## config.mk

```make
export PLATFORM = sky130hd
export DESIGN_NAME = uart_rx_fifo
export DESIGN_NICKNAME = d
export VERILOG_FILES = /design/src/rtl/uart_rx_fifo.sv
export SDC_FILE = /design/constraint.sdc
export NUM_CORES = 1
export LEC_CHECK = 0
export CORE_ASPECT_RATIO = 1.5
export CORE_MARGIN = 2
export CORE_UTILIZATION = 59
export DETAILED_ROUTE_END_ITERATION = 7
export PLACE_DENSITY_LB_ADDON = 0.08
export SLEW_MARGIN = 5
export SYNTH_ARGS = -nofsm -noshare
export SYNTH_HDL_FRONTEND = slang
export SYNTH_SLANG_ARGS = --single-unit
export TNS_END_PERCENT = 5
```

## constraint.sdc

```tcl
create_clock -name clk -period 4.4 [get_ports clk]
set_clock_uncertainty 0.1 [all_clocks]
set_input_delay 1.32 -clock clk [delete_from_list [all_inputs] [get_ports clk]]
set_output_delay 1.32 -clock clk [all_outputs]
set_load 0.01 [all_outputs]
```

## src/rtl/uart_rx_fifo.sv

```systemverilog
// Receive FIFO behind the UART receiver: stores {parity_error, rx_data} per rx_done, sticky overrun on drop.
// Optional macro UART_RX_FIFO_FWFT_EN selects first-word fall-through reads; default is registered read.
module uart_rx_fifo #(
    parameter int ADDR_W = 4
) (
    input  logic              clk,
    input  logic              rst,
    input  logic [7:0]        rx_data,
    input  logic              rx_done,
    input  logic              parity_error,
    input  logic              rd_en,
    input  logic              clr_overrun,
    output logic [7:0]        rd_data,
    output logic              rd_perr,
    output logic              rd_valid,
    output logic              empty,
    output logic              full,
    output logic [ADDR_W:0]   count,
    output logic              overrun
);

    localparam int DEPTH = 1 << ADDR_W;
    localparam logic [ADDR_W:0]   CNT_FULL = {1'b1, {ADDR_W{1'b0}}};
    localparam logic [ADDR_W:0]   CNT_ONE  = (ADDR_W+1)'(1);
    localparam logic [ADDR_W-1:0] PTR_ONE  = ADDR_W'(1);

    logic [8:0]        mem [DEPTH];
    logic [ADDR_W-1:0] wr_ptr_q, wr_ptr_d;
    logic [ADDR_W-1:0] rd_ptr_q, rd_ptr_d;
    logic [ADDR_W:0]   count_q, count_d;
    logic              overrun_q, overrun_d;
    logic              pop, push, drop;

    assign empty = (count_q == '0);
    assign full  = (count_q == CNT_FULL);
    assign count = count_q;
    assign overrun = overrun_q;

    // A pop at full frees the slot the simultaneous write lands in.
    assign pop  = rd_en && !empty;
    assign push = rx_done && (!full || pop);
    assign drop = rx_done && !push;

    always_comb begin
        wr_ptr_d = push ? wr_ptr_q + PTR_ONE : wr_ptr_q;
        rd_ptr_d = pop  ? rd_ptr_q + PTR_ONE : rd_ptr_q;
        count_d  = count_q;
        case ({push, pop})
            2'b10:   count_d = count_q + CNT_ONE;
            2'b01:   count_d = count_q - CNT_ONE;
            default: count_d = count_q;
        endcase
        overrun_d = overrun_q;
        if (drop)
            overrun_d = 1'b1;
        else if (clr_overrun)
            overrun_d = 1'b0;
    end

    always_ff @(posedge clk or posedge rst) begin
        if (rst) begin
            wr_ptr_q  <= '0;
            rd_ptr_q  <= '0;
            count_q   <= '0;
            overrun_q <= 1'b0;
        end else begin
            wr_ptr_q  <= wr_ptr_d;
            rd_ptr_q  <= rd_ptr_d;
            count_q   <= count_d;
            overrun_q <= overrun_d;
        end
    end

    always_ff @(posedge clk) begin
        if (push)
            mem[wr_ptr_q] <= {parity_error, rx_data};
    end

`ifdef UART_RX_FIFO_FWFT_EN
    logic [8:0] head;
    assign head     = mem[rd_ptr_q];
    assign rd_data  = empty ? 8'h00 : head[7:0];
    assign rd_perr  = empty ? 1'b0  : head[8];
    assign rd_valid = !empty;
`else
    logic [8:0] rd_entry_q, rd_entry_d;
    logic       rd_valid_q, rd_valid_d;

    always_comb begin
        rd_entry_d = pop ? mem[rd_ptr_q] : rd_entry_q;
        rd_valid_d = pop;
    end

    always_ff @(posedge clk or posedge rst) begin
        if (rst) begin
            rd_entry_q <= '0;
            rd_valid_q <= 1'b0;
        end else begin
            rd_entry_q <= rd_entry_d;
            rd_valid_q <= rd_valid_d;
        end
    end

    assign rd_data  = rd_entry_q[7:0];
    assign rd_perr  = rd_entry_q[8];
    assign rd_valid = rd_valid_q;
`endif

endmodule

```

======== After elaboration in Yosys (flattened, before gate mapping) ========
Memories as Yosys holds them, arrays and structs flattened. A register that Yosys moved wholly into a read port is not among the register bits.
Index checks and enable logic that the tools add are counted.
operators by class
  eq/ne operators ......................... 3
  reduce and logical (&&, ||, !) cells .... 10
  add/sub/neg operators ................... 4
  muxes and demuxes ....................... 5
operator list
  cell                   count
  $pmux W5 S2            1
  $add A4 B1 Y4 const B  2
  $add A5 B1 Y5 const B  1
  $eq A5 B5 Y1 const B   1
  $logic_not A5 Y1       1
  $sub A5 B1 Y5 const B  1
  $mux W1                4
  $reduce_bool A2 Y1     2
  $logic_and A1 B1 Y1    3
  $logic_not A1 Y1       3
  $eq A2 B1 Y1 const B   1
  $eq A2 B2 Y1 const B   1
  $logic_or A1 B1 Y1     1
word-level totals
  register bits after elaboration ......... 15
  memories kept ........................... 1
  output and inout bits ................... 18
  word-level logic and storage cells ...... 28
  memory bits (writable) .................. 144
memories
  name  words  bits a word  read ports  clocked after memory_dff  wr ports  line  source
  mem   16     9            1           1                         1         27    logic [8:0] mem [DEPTH];

======== Logic depth before layout (Yosys ltp) ========
Gate-level depths: netlist of run 1.
  depth in word-level cells ............... 8
  depth in mapped cells ................... 12
  depth with buffers taken out ............ 12

======== Least setup slack after synthesis of run 1 ========
Ideal clock, no wire load.
  path type ............................... input to register
  start point ............................. in rd_en
  end point ............................... reg count_q[4], in the netlist count[4]
  arrival ................................. 3.194 ns
  slack ................................... 0.978 ns
  stages on the path ...................... 10
  library setup time ...................... 0.128 ns
  path buffers ............................ 1
  cells stage by stage .................... o21a_4 > buf_2 > ha_1 > inv_1 > fa_1 > nor2b_1 > o21ai_0 > nand3_1 > or3b_2 > xnor2_1
on the way
  word-level cells in the longest chain between the ends .. 5
  elaborated cells on any way between the ends .. 7
ends and longest elaborated chain
  item                                               line  source
  start: declaration                                 11    input logic rd_en,
  $logic_and A1 B1 Y1 *                              40    assign pop = rd_en && !empty;
  via pop                                            32    logic pop, push, drop;
  $logic_or A1 B1 Y1                                 41    assign push = rx_done && (!full || pop);
  $logic_and A1 B1 Y1                                41
  $eq A2 B1 Y1 or $eq A2 B2 Y1 (tied branches)       48    case ({push, pop})
  $pmux W5 S2 or $reduce_bool A2 Y1 (tied branches)  n/a
  end signal: assignment                             69    count_q <= count_d;
  end: declaration                                   30    logic [ADDR_W:0] count_q, count_d;
Mark *: on every way through the listed nets, which the timed path passes. The rest lies on a longest branch.
A chain may end at the register's enable or synchronous reset.

======== Final worst setup path of run 1 ========
  start point ............................. in rd_en
  end point ............................... reg count_q[4], in the netlist count[4]
on the way
  word-level cells in the longest chain between the ends .. 5
  elaborated cells on any way between the ends .. 7
ends and longest elaborated chain
  item                                               line
  $logic_and A1 B1 Y1 *                              40
  $logic_or A1 B1 Y1                                 41
  $logic_and A1 B1 Y1                                41
  $eq A2 B1 Y1 or $eq A2 B2 Y1 (tied branches)       48
  $pmux W5 S2 or $reduce_bool A2 Y1 (tied branches)  n/a
Mark *: on every way between the ends. The rest lies on a longest branch, timed or not.

==> metrics.yaml, run 1 <==
outcome:
  status: "complete, no violations"
timing:
  setup_ws_ns: 0.629
  hold_viol_final: 0
  finalCritPeriodShare_pct: 85.7
  fin_setup_tns_ns: 0
  fin_crit_ns: 3.77
  finalMaxSlewViolations: 0
  fin_hold_ws_ns: 0.441
  setup-violations-final: 0
  tightest_slew_ns: 1.01
  rsz0062_at_grt: "false"
  max_freq_mhz: 265
  slew_headroom_pct: 32.7
power:
  peakVddDrop_mv: 0.458
  power_frac_comb_pct: 26.1
  power_density_mw_per_mm2: 649
  seqPwrFrac_pct: 45.0
  p_leak_nw: 2.57
  switchingPower_mw: 1.45
  switching_share_pct: 29.0
  power.internal_mw: 3.54
  clkPwrFrac_pct: 28.9
  power.total_mw: 4.98
routing:
  vias: 3201
  via_per_inst: 5.99
  wl_met2_um: 6650
  dr.pass1.iters: 6
  antenna_left: 0
  drc: 0
  wire_per_inst_um: 23.2
  dr_wl_met3_um: 459
  dr.first_iter.drc_count: 190
  drt_wl_total_um: 12400
  wl_met1_um: 4940
  top_layer_used: "met4"
global_routing:
  grt_pass1_wl_um: 19100
  antenna_found_initial: 0
  gr-total-overflow: 0
  grt_pass1_vias: 3362
  grt_max_degree: 27
  grt_usage_pct: 21.9
cts:
  numCtsBuffers: 17
  post_cts_resized: 0
  hold_buffers: 0
  clock_latency_ns: 0.41
  cts-root-buf: "clkbuf_16"
  clkSlewWorstSetupHoldPaths_ns: 0.06
  cts_setup_buffers: 0
  htreeDepth: 4
  cts_tree: "built"
  clock_path_buffers: 2
  cts_sinks: 168
cells_and_area:
  antenna_cells: 0
  syn_to_final_growth_pct: 15.1
  final_cell_mix: "edfxtp_1 (144), mux4_2 (36), clkdlybuf4s50_1 (31)"
  final_common_cell: "edfxtp_1"
  finalNetCount: 398
  num-fill-cells: 739
  final_cell_area_mm2: 0.00767
  drive_above_1_share_pct: 21.7
critical_path:
  slowest_delay_ns: 0.46
  arrival_ns: 3.96
  worstPathRequired_ns: 4.59
  crit_fanout: 7
  cp-end-kind: "flip-flop"
  crit_chain: "clkdlybuf4s50_1 > o21a_1 > inv_1 > ha_1 > inv_1 > fa_1 > nor2b_1 > o21ai_0 > nand3_1 > or3b_2 > xnor2_1"
  rr_worst_depth: 12
  rr_endpoint: "count[4]"
  reg2reg_setup_slack_ns: 1.13
  start_kind: "primary input"
  slowest_stage: "or3b_2"
  critical_path.most_common_cell: "inv_1"
  r2r_start: "count[0]"
  path_class: "in -> reg"
hold_path:
  hold_path.class: "reg -> reg"
  hold-path-endpoint: "overrun"
  holdCritStartpoint: "overrun"
  hold_depth: 2
die:
  core_mm2: 0.0111
  dieWidth_um: 90.8
  die_height_um: 134
  num_rows: 47
  fp.dieArea_mm2: 0.0122
  start_util_pct: 60.3
  io_pins: 32
yosys:
  yosys-top-cells-area: "edfxtp_1 (65%), mux4_2 (12%), dfrtp_1 (9.0%)"
  yosysTopAreaCell: "edfxtp_1"
  syn-num-nets: 360
  synth.distinct_cells: 38
  seq_area_frac_synth_pct: 73.9
  synth_top_area_share_pct: 64.9
  syn_inst: 336
  synth_ff_type: "edfxtp_1"
  ys_seq_elements: 168
  synth_area_mm2: 0.00667
  postSynthAreaPerCell_um2: 19.8
  ys_warn_count: 0
  async_flop_share_pct: 14.3
  synth_edf_count: 144
job:
  cap_violations: 0
placement:
  dp_slack_ns: 0.214
  hpwl_um: 7850
  port_buffers: 31
  place_congestion: 0.750
  placed_cell_area_mm2: 0.00710
[worst max-delay path, delay by kind of cell]
| family | cells | cell delay [ns] |
|---|---|---|
| buffers and inverters | 3 | 0.71 |
| and+or+nand+nor | 3 | 0.70 |
| xor gates and xnor gates | 1 | 0.14 |
| AOI/OAI and AO/OA | 2 | 0.41 |
| adders and majority gates | 2 | 0.67 |
[metrics by stage]
step	instances	util (%)
after floorplan	336	-
after global placement	502	64.2
after detailed placement	502	64.2
after CTS	534	69.4
after global routing	534	69.4
final	534	69.4
[area by class of cell]
cell class	count	area (µm²)	share of cell area, %
multi-input combinational	142	1610	21.0
inverter	11	41.3	0.538
clock inverter	13	144	1.87
timing repair buffer	34	333	4.34
clock buffer	19	433	5.64
sequential	168	4930	64.2
tap	147	184	2.40
[power by group through the flow]
stage / sequential (mW) / combinational, mW / clock, mW
5_1_grt: 2.28 / 1.41 / 1.52
4_1_cts: 2.25 / 1.33 / 1.46
3_3_place_gp: 2.27 / 1.29 / 0
2_1_floorplan: 2.13 / 1.01 / 0
3_5_place_dp: 2.28 / 1.32 / 0
6_report: 2.24 / 1.30 / 1.44
[routing by layer]
| metal | global-route usage [%] | vias up |
|---|---|---|
| met1 | 28.0 | 1675 |
| li1 | - | 1418 |
| met2 | 37.9 | 83 |
| met4 | 8.75 | 0 |
| met3 | 3.93 | 25 |
| met5 | 0 | - |
[state kept, by name, indices dropped and copies added, names as in the netlist]
signal / count
rd_valid: 1
mem: 144
wr_ptr_q: 4
overrun: 1
rd_ptr_q: 4
count: 5
rd_entry_q: 9
[cells by family after synthesis]
logic type,synth area share (%)
mux,14.0
compound gates,3.42
buf+inv,1.90
flops,73.9
xor+xnor,1.31
simple gates,3.49
fa+ha+maj,1.99
[synthesized netlist by cell type (all sizes together) (2+ instances only)]
| cell | count |
|---|---|
| buf | 14 |
| nor3b | 2 |
| xor2 | 3 |
| nand2 | 7 |
| mux2 | 10 |
| nor2b | 2 |
| ha | 9 |
| a21oi | 11 |
| o22ai | 17 |
| dfrtp | 24 |
| edfxtp | 144 |
| xnor2 | 7 |
| o21a | 2 |
| nand4 | 2 |
| and2 | 16 |
| inv | 11 |
| mux4 | 36 |
| o21ai | 4 |
[worst max-delay path by stage]
stage / startpoint / endpoint / slack (ns) / cells after the start
final: rd_en / count[4] / 0.63 / 11
after global routing: rd_en / count[4] / 0.41 / 11
after CTS: rd_en / count[4] / 0.64 / 11
after detailed placement: rd_en / count[4] / 0.21 / 11
after global placement: rd_en / count[4] / 0.38 / 10
after floorplan: rd_en / count[4] / 0.98 / 10
(Power assumes the default switching activity.)
==> inputs of run 2 (changes only) <==
GPL_TIMING_DRIVEN = 0   (was unset)
==> metrics.yaml, run 2 (same netlist as run 1, synthesis figures left out) <==
outcome:
  status: "complete, no violations"
power:
  p_leak_nw: 2.61  # +1.4%
  power.total_mw: 5.04  # +1.2%
  power_density_mw_per_mm2: 652  # +0.38%
  peakVddDrop_mv: 0.447  # -2.5%
cts:
  post_cts_resized: 0  # unchanged
  cts_setup_buffers: 0  # unchanged
  cts_sinks: 168  # unchanged
  clock_latency_ns: 0.41  # about the same
  hold_buffers: 0  # unchanged
  clock_path_buffers: 2  # unchanged
  cts_tree: "built"
  cts-root-buf: "clkbuf_16"
  htreeDepth: 4  # unchanged
  numCtsBuffers: 17  # unchanged
  clkSlewWorstSetupHoldPaths_ns: 0.06  # about the same
timing:
  fin_crit_ns: 3.83  # +0.0623 ns
  finalMaxSlewViolations: 0  # unchanged
  slew_headroom_pct: 36.5  # +3.8 points
  rsz0062_at_grt: "false"
  tightest_slew_ns: 0.951  # -0.0573 ns
  hold_viol_final: 0  # unchanged
  finalCritPeriodShare_pct: 87.1  # +1.4 points
  max_freq_mhz: 261  # -1.6%
  setup-violations-final: 0  # unchanged
  fin_setup_tns_ns: 0  # unchanged
global_routing:
  grt_max_degree: 25  # -7.4%
  grt_pass1_wl_um: 19900  # +3.9%
  grt_pass1_vias: 3487  # +3.7%
  grt_usage_pct: 22.5  # +0.52 points
  antenna_found_initial: 0  # unchanged
  gr-total-overflow: 0  # unchanged
cells_and_area:
  final_cell_mix: "edfxtp_1 (144), mux4_2 (36), clkdlybuf4s50_1 (31)"
  regMostFlops: "mem"
  drive_above_1_share_pct: 23.1  # +1.4 points
  largest_register_ff_count: 144  # unchanged
  multi_input_area_mm2: 0.00161  # unchanged
  final_cell_area_mm2: 0.00774  # +0.80%
  seq_area_mm2: 0.00492  # about the same
  finalNetCount: 410  # +3.0%
  num-fill-cells: 761  # +3.0%
  antenna_cells: 0  # unchanged
  syn_to_final_growth_pct: 16.1
  final_common_cell: "edfxtp_1"
critical_path:
  r2r_start: "count[0]"
  slowest_stage: "clkdlybuf4s50_1"
  cp-end-kind: "flip-flop"
  crit_chain: "clkdlybuf4s50_1 > o21a_4 > buf_2 > ha_1 > inv_1 > fa_1 > nor2b_1 > o21ai_0 > nand3_1 > or3b_2 > xnor2_1"
  crit_path_start: "rd_en"
  arrival_ns: 4.03  # +0.07 ns
  crit_fanout: 11  # +4
  path_class: "in -> reg"
  worstPathRequired_ns: 4.60  # about the same
  worst-path-buf-inv: 3  # unchanged
  slowest_delay_ns: 0.51  # +0.05 ns
  start_kind: "primary input"
  crit_family: "buffers and inverters"
placement:
  place_congestion: 0.784  # +4.6%
  port_buffers: 31  # unchanged
  placed_cell_area_mm2: 0.00716  # +0.86%
  hpwl_um: 8260  # +5.2%
job:
  cap_violations: 0  # unchanged
routing:
  antenna_left: 0  # unchanged
  drt_wl_total_um: 12600  # +1.6%
  dr.pass1.iters: 5  # -1
  wire_per_inst_um: 23.0  # -0.62%
  drc: 0  # unchanged
  via_per_inst: 5.92  # -1.2%
  dr.first_iter.drc_count: 343  # +81%
  vias: 3233  # +1.0%
die:
  io_pins: 32  # unchanged
  start_util_pct: 60.3  # unchanged
  fp.dieArea_mm2: 0.0122  # unchanged
  die_height_um: 134  # unchanged
  core_mm2: 0.0111  # unchanged
  num_rows: 47  # unchanged
  dieWidth_um: 90.8  # unchanged
hold_path:
  hold_path.class: "reg -> reg"
  holdCritStartpoint: "overrun"
-- run 2: cell count changes in the layout (fill, tap and decap cells not counted), sizes merged --
cell      change
buf          +11
clkinvlp      +2
clkbuf        -1
clkinv        +1
inv           -1
-- run 2: area by class of cell --
class | count | area share (%)
Sequential cell | 168 | 63.7
Clock inverter | 15 | 1.96
Clock buffer | 17 | 5.50
Buffer | 15 | 1.10
Inverter | 11 | 0.534
Tap cell | 147 | 2.38
Timing Repair Buffer | 31 | 4.01
Multi-Input combinational cell | 142 | 20.9
-- run 2: stage by stage --
| step | utilization, % | instances | worst slack [ns] | hold slack, ns |
|---|---|---|---|---|
| global placement | 64.8 | 514 | 0.182 | 0.413 |
| finish | 70.0 | 546 | 0.567 | 0.439 |
| floorplan | - | 336 | 0.978 | 0.393 |
| global route | 70.0 | 546 | 0.453 | 0.474 |
| CTS | 70.0 | 546 | 0.573 | 0.445 |
| detailed placement | 64.8 | 514 | 0.145 | 0.436 |
-- run 2: tightest hold or removal path, delay by kind of cell, from the launching register on --
| family | cells | cell delay [ns] |
|---|---|---|
| buffers and inverters | 1 | 0.05 |
| flip-flops | 1 | 0.37 |
| AO/OA/AOI/OAI | 1 | 0.07 |
-- run 2: report_power, final --
group	internal [mW]	switching, mW	total (mW)
clock	0.835	0.601	1.44
combinational	0.752	0.745	1.50
sequential	1.98	0.132	2.11
-- run 2: final timing paths --
| check | depth (start not counted) | endpoint | slack, ns |
|---|---|---|---|
| worst max-delay path | 11 | count[4] | 0.57 |
| min in group asynchronous | 2 | wr_ptr_q[0] | 1.32 |
| worst min register to register | 2 | overrun | 0.44 |
| worst max register to register | 10 | count[4] | 1.08 |
| worst min-delay path | 2 | overrun | 0.44 |
| max in group asynchronous | 2 | rd_ptr_q[3] | 2.30 |
-- run 2: routing by layer --
metal	track usage (%)	routed length, µm	up-vias
li1	-	-	1446
met2	38.8	6890	74
met1	29.0	4930	1705
met4	5.64	158	0
met3	5.67	588	8
met5	0	0	-
==> RTL edit 1: new RTL, flow settings as in run 2 <==
Set the parameter `ADDR_W` to 2 (it was 4).
--- a/src/rtl/uart_rx_fifo.sv
+++ b/src/rtl/uart_rx_fifo.sv
@@ -1,7 +1,7 @@
 // Receive FIFO behind the UART receiver: stores {parity_error, rx_data} per rx_done, sticky overrun on drop.
 // Optional macro UART_RX_FIFO_FWFT_EN selects first-word fall-through reads; default is registered read.
 module uart_rx_fifo #(
-    parameter int ADDR_W = 4
+    parameter int ADDR_W = 2
 ) (
     input  logic              clk,
     input  logic              rst,
Interface: changed (resized count); port bits go from 32 to 30. No check against the original RTL was run, so the function may have changed too.
==> RTL edit 1 against run 2 <==
  * Sequential power shrank 64%
  * Die area shrank 65%
  * Sequential cell count shrank 114
  * Wire length shrank 72%
  * Cell area shrank 66%
  * Non-clock buffer count shrank 12
  * Synthesized area shrank 66%
  * Final cell count shrank 59%
  * Sequential share of layout area shrank 5.9 points
  * Worst setup slack gained 0.56 ns
  * Synthesized cell count shrank 57%
  * Power shrank 67%
  * Maximum frequency grew 17%
  * Critical path type unchanged
  * Largest power group unchanged
==> RTL edit 1: results (changes against run 2) <==
status=finished, final reports clean (unchanged); Net Sw Frac=31.6% (was 29.3%); async set-or-reset flop fraction in the synthesized netlist=33.3% (was 14.3%); Multi-input gate area=623 um^2 (was 1610 um^2); Sinks on Clock Net=54 (was 168); IO buf count=27 (was 31); wire length per cell=15.7 um (was 23.0 um); Synth area leaders=edfxtp_1 48%, dfrtp_1 20%, mux4_2 9.1% (was edfxtp_1 65%, mux4_2 12%, dfrtp_1 9.0%); Sequential Power=0.000764 W (was 0.00211 W); Max FO, Critical Path=10 (was 11); DR pass1 iterations=4 (was 5); r2r setup slk=1.74 ns (was 1.08 ns); worst hold margin=0.380 ns (was 0.439 ns); fillers=250 (was 761); Clock Latency Late Sink=0.31 ns (was 0.41 ns); Worst VDD drop=0.000453 V (was 0.000447 V); number of global-route vias before repair=1201 (was 3487); top cell types by occurrence after synthesis=36 x edfxtp_1, 30 x nand2_1, 18 x dfrtp_1 (was 144 x edfxtp_1, 36 x mux4_2, 24 x dfrtp_1); H-tree levels=2 (was 4); FF-to-FF Start=count[1] (was count[0]); Synth top area share=48.3% (was 64.9%); Cell variety after synth=31 (was 38); invs w/o clock=10 (was 11); mux contribution to synthesized area=9.72% (was 14.0%); Post-Layout Cell Count=224 (was 546); Reg area=1530 um^2 (was 4920 um^2); pin count of the biggest net entering global routing=19 (was 25); GPL Wtd Cong=0.689 (was 0.784); placed cell area=2560 um^2 (was 7160 um^2); post-place setup slack=0.811 ns (was 0.145 ns); fraction of final layout cells sized beyond drive strength 1=17.1% (was 23.1%); synthesized-area fraction occupied by adder cells=3.13% (was 1.99%); first-pass GRT wire length=5.53 mm (was 19.9 mm); syn_area_per_cell=15.3 um^2 (was 19.8 um^2); comb_multi_in=75 (was 142); DP HPWL=2.56 mm (was 8.26 mm); Core Util, Final=72.7% (was 70.0%); gr usage total=19.0% (was 22.5%); Layout clock area frac=3.39% (was 7.46%); Slew headroom=53.8% (was 36.5%); CP arrival=3.37 ns (was 4.03 ns); register area share after synthesis=68.4% (was 73.9%); Syn Nets=165 (was 360); EDFF count, synth=36 (was 144); CTS buffer count=5 (was 17); sw power=0.000531 W (was 0.00148 W); fin crit share=74.3% (was 87.1%); Power Clock=0.000268 W (was 0.00144 W); Non-clk bufs=34 (was 46)
[RTL edit 1: cell count changes after synthesis, moves of 3 or more]
cell / delta
nand2_1: +24
and2_2: +4
buf_4: -3
dfrtp_1: -6
xnor2_1: -3
o22ai_1: -17
a21oi_1: -10
mux2_2: -10
edfxtp_1: -108
buf_1: -4
mux4_2: -27
and2_1: -16
buf_2: -3
ha_1: -5
[RTL edit 1: critical path: stages]
cell and delay [ns]:
buf_6 0.12, o31ai_1 0.09, inv_1 0.10, clkbuf_1 0.35, nand2_1 0.13, fa_1 0.41, or3b_1 0.37, and3_2 0.22
a221o_1 0.26
[RTL edit 1: per-layer routing]
metal	GRT usage, %	share of wire [%]	vias up
li1	-	-	586
met1	22.3	42	604
met2	31.9	53	29
met3	5.62	3.5	6
met4	6.75	1.6	0
met5	0	0	-
==> RTL edit 2: new RTL, config.mk and constraints of run 2 <==
Made on the original files. Make the reset (`rst`) synchronous in 2 clocked blocks.
--- a/src/rtl/uart_rx_fifo.sv
+++ b/src/rtl/uart_rx_fifo.sv
@@ -57,7 +57,7 @@
             overrun_d = 1'b0;
     end
 
-    always_ff @(posedge clk or posedge rst) begin
+    always_ff @(posedge clk) begin
         if (rst) begin
             wr_ptr_q  <= '0;
             rd_ptr_q  <= '0;
@@ -91,7 +91,7 @@
         rd_valid_d = pop;
     end
 
-    always_ff @(posedge clk or posedge rst) begin
+    always_ff @(posedge clk) begin
         if (rst) begin
             rd_entry_q <= '0;
             rd_valid_q <= 1'b0;
Formal check against the unedited RTL: differs if rst is asserted again (counterexample within 4 cycles, from zero or initial values and one cycle with rst high); with rst held inactive, the same outputs for 10 cycles.
==> RTL edit 2 against run 2 <==
  * Clock power up 8%
  * Wire length grew 13%
  * Cell area rose by 3.1%
  * Non-clock buffer count rose by 7
  * Sequential share of layout area decreased by 3.4 points
  * Core utilization fell by 0.11 points
  * Power shrank 12%
  * Worst setup slack gained 0.21 ns
  * Synthesized area is 3.1% higher
  * Sequential cell count is the same
  * Critical path depth decreased by 7
  * Register-to-register slack lost 0.03 ns
  * Largest cell class unchanged
==> RTL edit 2: results (changes against run 2) <==
delay-heaviest family, CP=buffers and inverters (unchanged); GPL Wtd Cong=0.764 (was 0.784); routed metal-1 wirelength=5.61 mm (was 4.93 mm); detailed-route via count=3712 (was 3233); Hold Startpoint=overrun (unchanged); DR pass1 iterations=4 (was 5); vias per cell=5.98 (was 5.92); async set-or-reset flop fraction in the synthesized netlist=0% (was 14.3%); First DRT Iteration DRCs=265 (was 343); status=finished, final reports clean (unchanged); Met3 Wirelength=527 um (was 588 um); Synth Instances=411 (was 336); Most used DFF post-synth=edfxtp_1 (unchanged); Top reg by flops=mem (unchanged); DP HPWL=9.51 mm (was 8.26 mm); first-pass GRT wire length=21.0 mm (was 19.9 mm); Post-CTS Setup Inserts=0 (unchanged); Worst VDD drop=0.000361 V (was 0.000447 V); Synth area leaders=edfxtp_1 63%, dfxtp_1 7.0%, mux4_2 5.9% (was edfxtp_1 65%, mux4_2 12%, dfrtp_1 9.0%); Largest register FFs=144 (unchanged); IO buf count=28 (was 31); gr usage total=23.9% (was 22.5%); Clock Latency Late Sink=0.43 ns (was 0.41 ns); antenna cells=0 (unchanged); cell count after placement=589 (was 514); crit path kind=flop to output port (was input pin to flop); Syn Nets=434 (was 360); drt total wl=14.2 mm (was 12.6 mm); post-place setup slack=0.341 ns (was 0.145 ns); Leakage=2.55 nW (was 2.61 nW); fraction of final layout cells sized beyond drive strength 1=18.5% (was 23.1%); Cell variety after synth=51 (was 38); top layer reached by signal wires=met4 (unchanged); fillers=751 (was 761); met1 usage=28.5% (was 29.0%); Max FO, Critical Path=9 (was 11); DR WL met2=7.80 mm (was 6.89 mm); M3 GR Usage=4.49% (was 5.67%); Critical Path Max Stage Delay=0.56 ns (was 0.51 ns); crit path launch=count[0] (was rd_en); H-tree levels=4 (unchanged); register area share after synthesis=69.9% (was 73.9%); Least-Margin Pin Slew=0.939 ns (was 0.951 ns); CP max stage cell=or4_1 (was clkdlybuf4s50_1); CP arrival=2.21 ns (was 4.03 ns); pin count of the biggest net entering global routing=17 (was 25); worst reg2reg path depth=10 (unchanged); GR Layer Usage met2=43.2% (was 38.8%); layout net count=481 (was 410); top cell types by occurrence after synthesis=144 x edfxtp_1, 39 x mux2i_1, 37 x nor2_1 (was 144 x edfxtp_1, 36 x mux4_2, 24 x dfrtp_1)
-- RTL edit 2: where the power goes --
part	switching, W	internal (W)	total, W
Clock	0.000641	0.000908	0.00155
Combinational	0.000507	0.000467	0.000974
Sequential	0.0000669	0.00183	0.00189
Total	0.00122	0.00320	0.00442
-- RTL edit 2: worst register-to-register path, stage by stage (launching register included) --
cell and delay (ns):
dfxtp_1 0.37, or4_1 0.56, buf_6 0.17, o21ai_2 0.24, buf_6 0.20, nor2_1 0.12, ha_1 0.37, nand2b_1 0.08
a21oi_1 0.40, mux2_2 0.40, a221oi_1 0.24
-- RTL edit 2: kinds of logic (layout without fill, tap and decap cells) --
group / Yosys count / in the layout / share of synthesized area (%)
multiplexers: 62 / 62 / 12.7
AO/OA/AOI/OAI: 45 / 45 / 5.16
XOR/XNOR: 6 / 6 / 0.765
adder cells (fa/ha/maj): 9 / 9 / 1.75
flip-flops: 168 / 168 / 69.9
buffers and inverters: 32 / 92 / 2.42
AND/OR/NAND/NOR: 89 / 89 / 7.23
-- RTL edit 2: per-stage QoR --
stage / cell area (um^2) / hold slack (ns)
6_report: 7970 / 0.374
2_1_floorplan: 6870 / 0.393
5_1_grt: 7970 / 0.404
3_3_place_gp: 7340 / 0.359
3_5_place_dp: 7350 / 0.367
4_1_cts: 7970 / 0.378
-- RTL edit 2: worst paths after layout --
kind / end / slack, ns
min: overrun / 0.37
min reg2reg: overrun / 0.37
max reg2reg: count[4] / 1.05
max: full / 0.77
-- RTL edit 2: area by class of cell --
type	count	area [um^2]	area share [%]
flip-flops and latches	168	4800	60.3
multi-input cells	211	1920	24.1
inverters	7	26.3	0.330
well taps	150	188	2.35
repair buffers	28	280	3.52
clock buffers	18	429	5.38
plain buffers	25	140	1.76
clock inverters	14	186	2.34
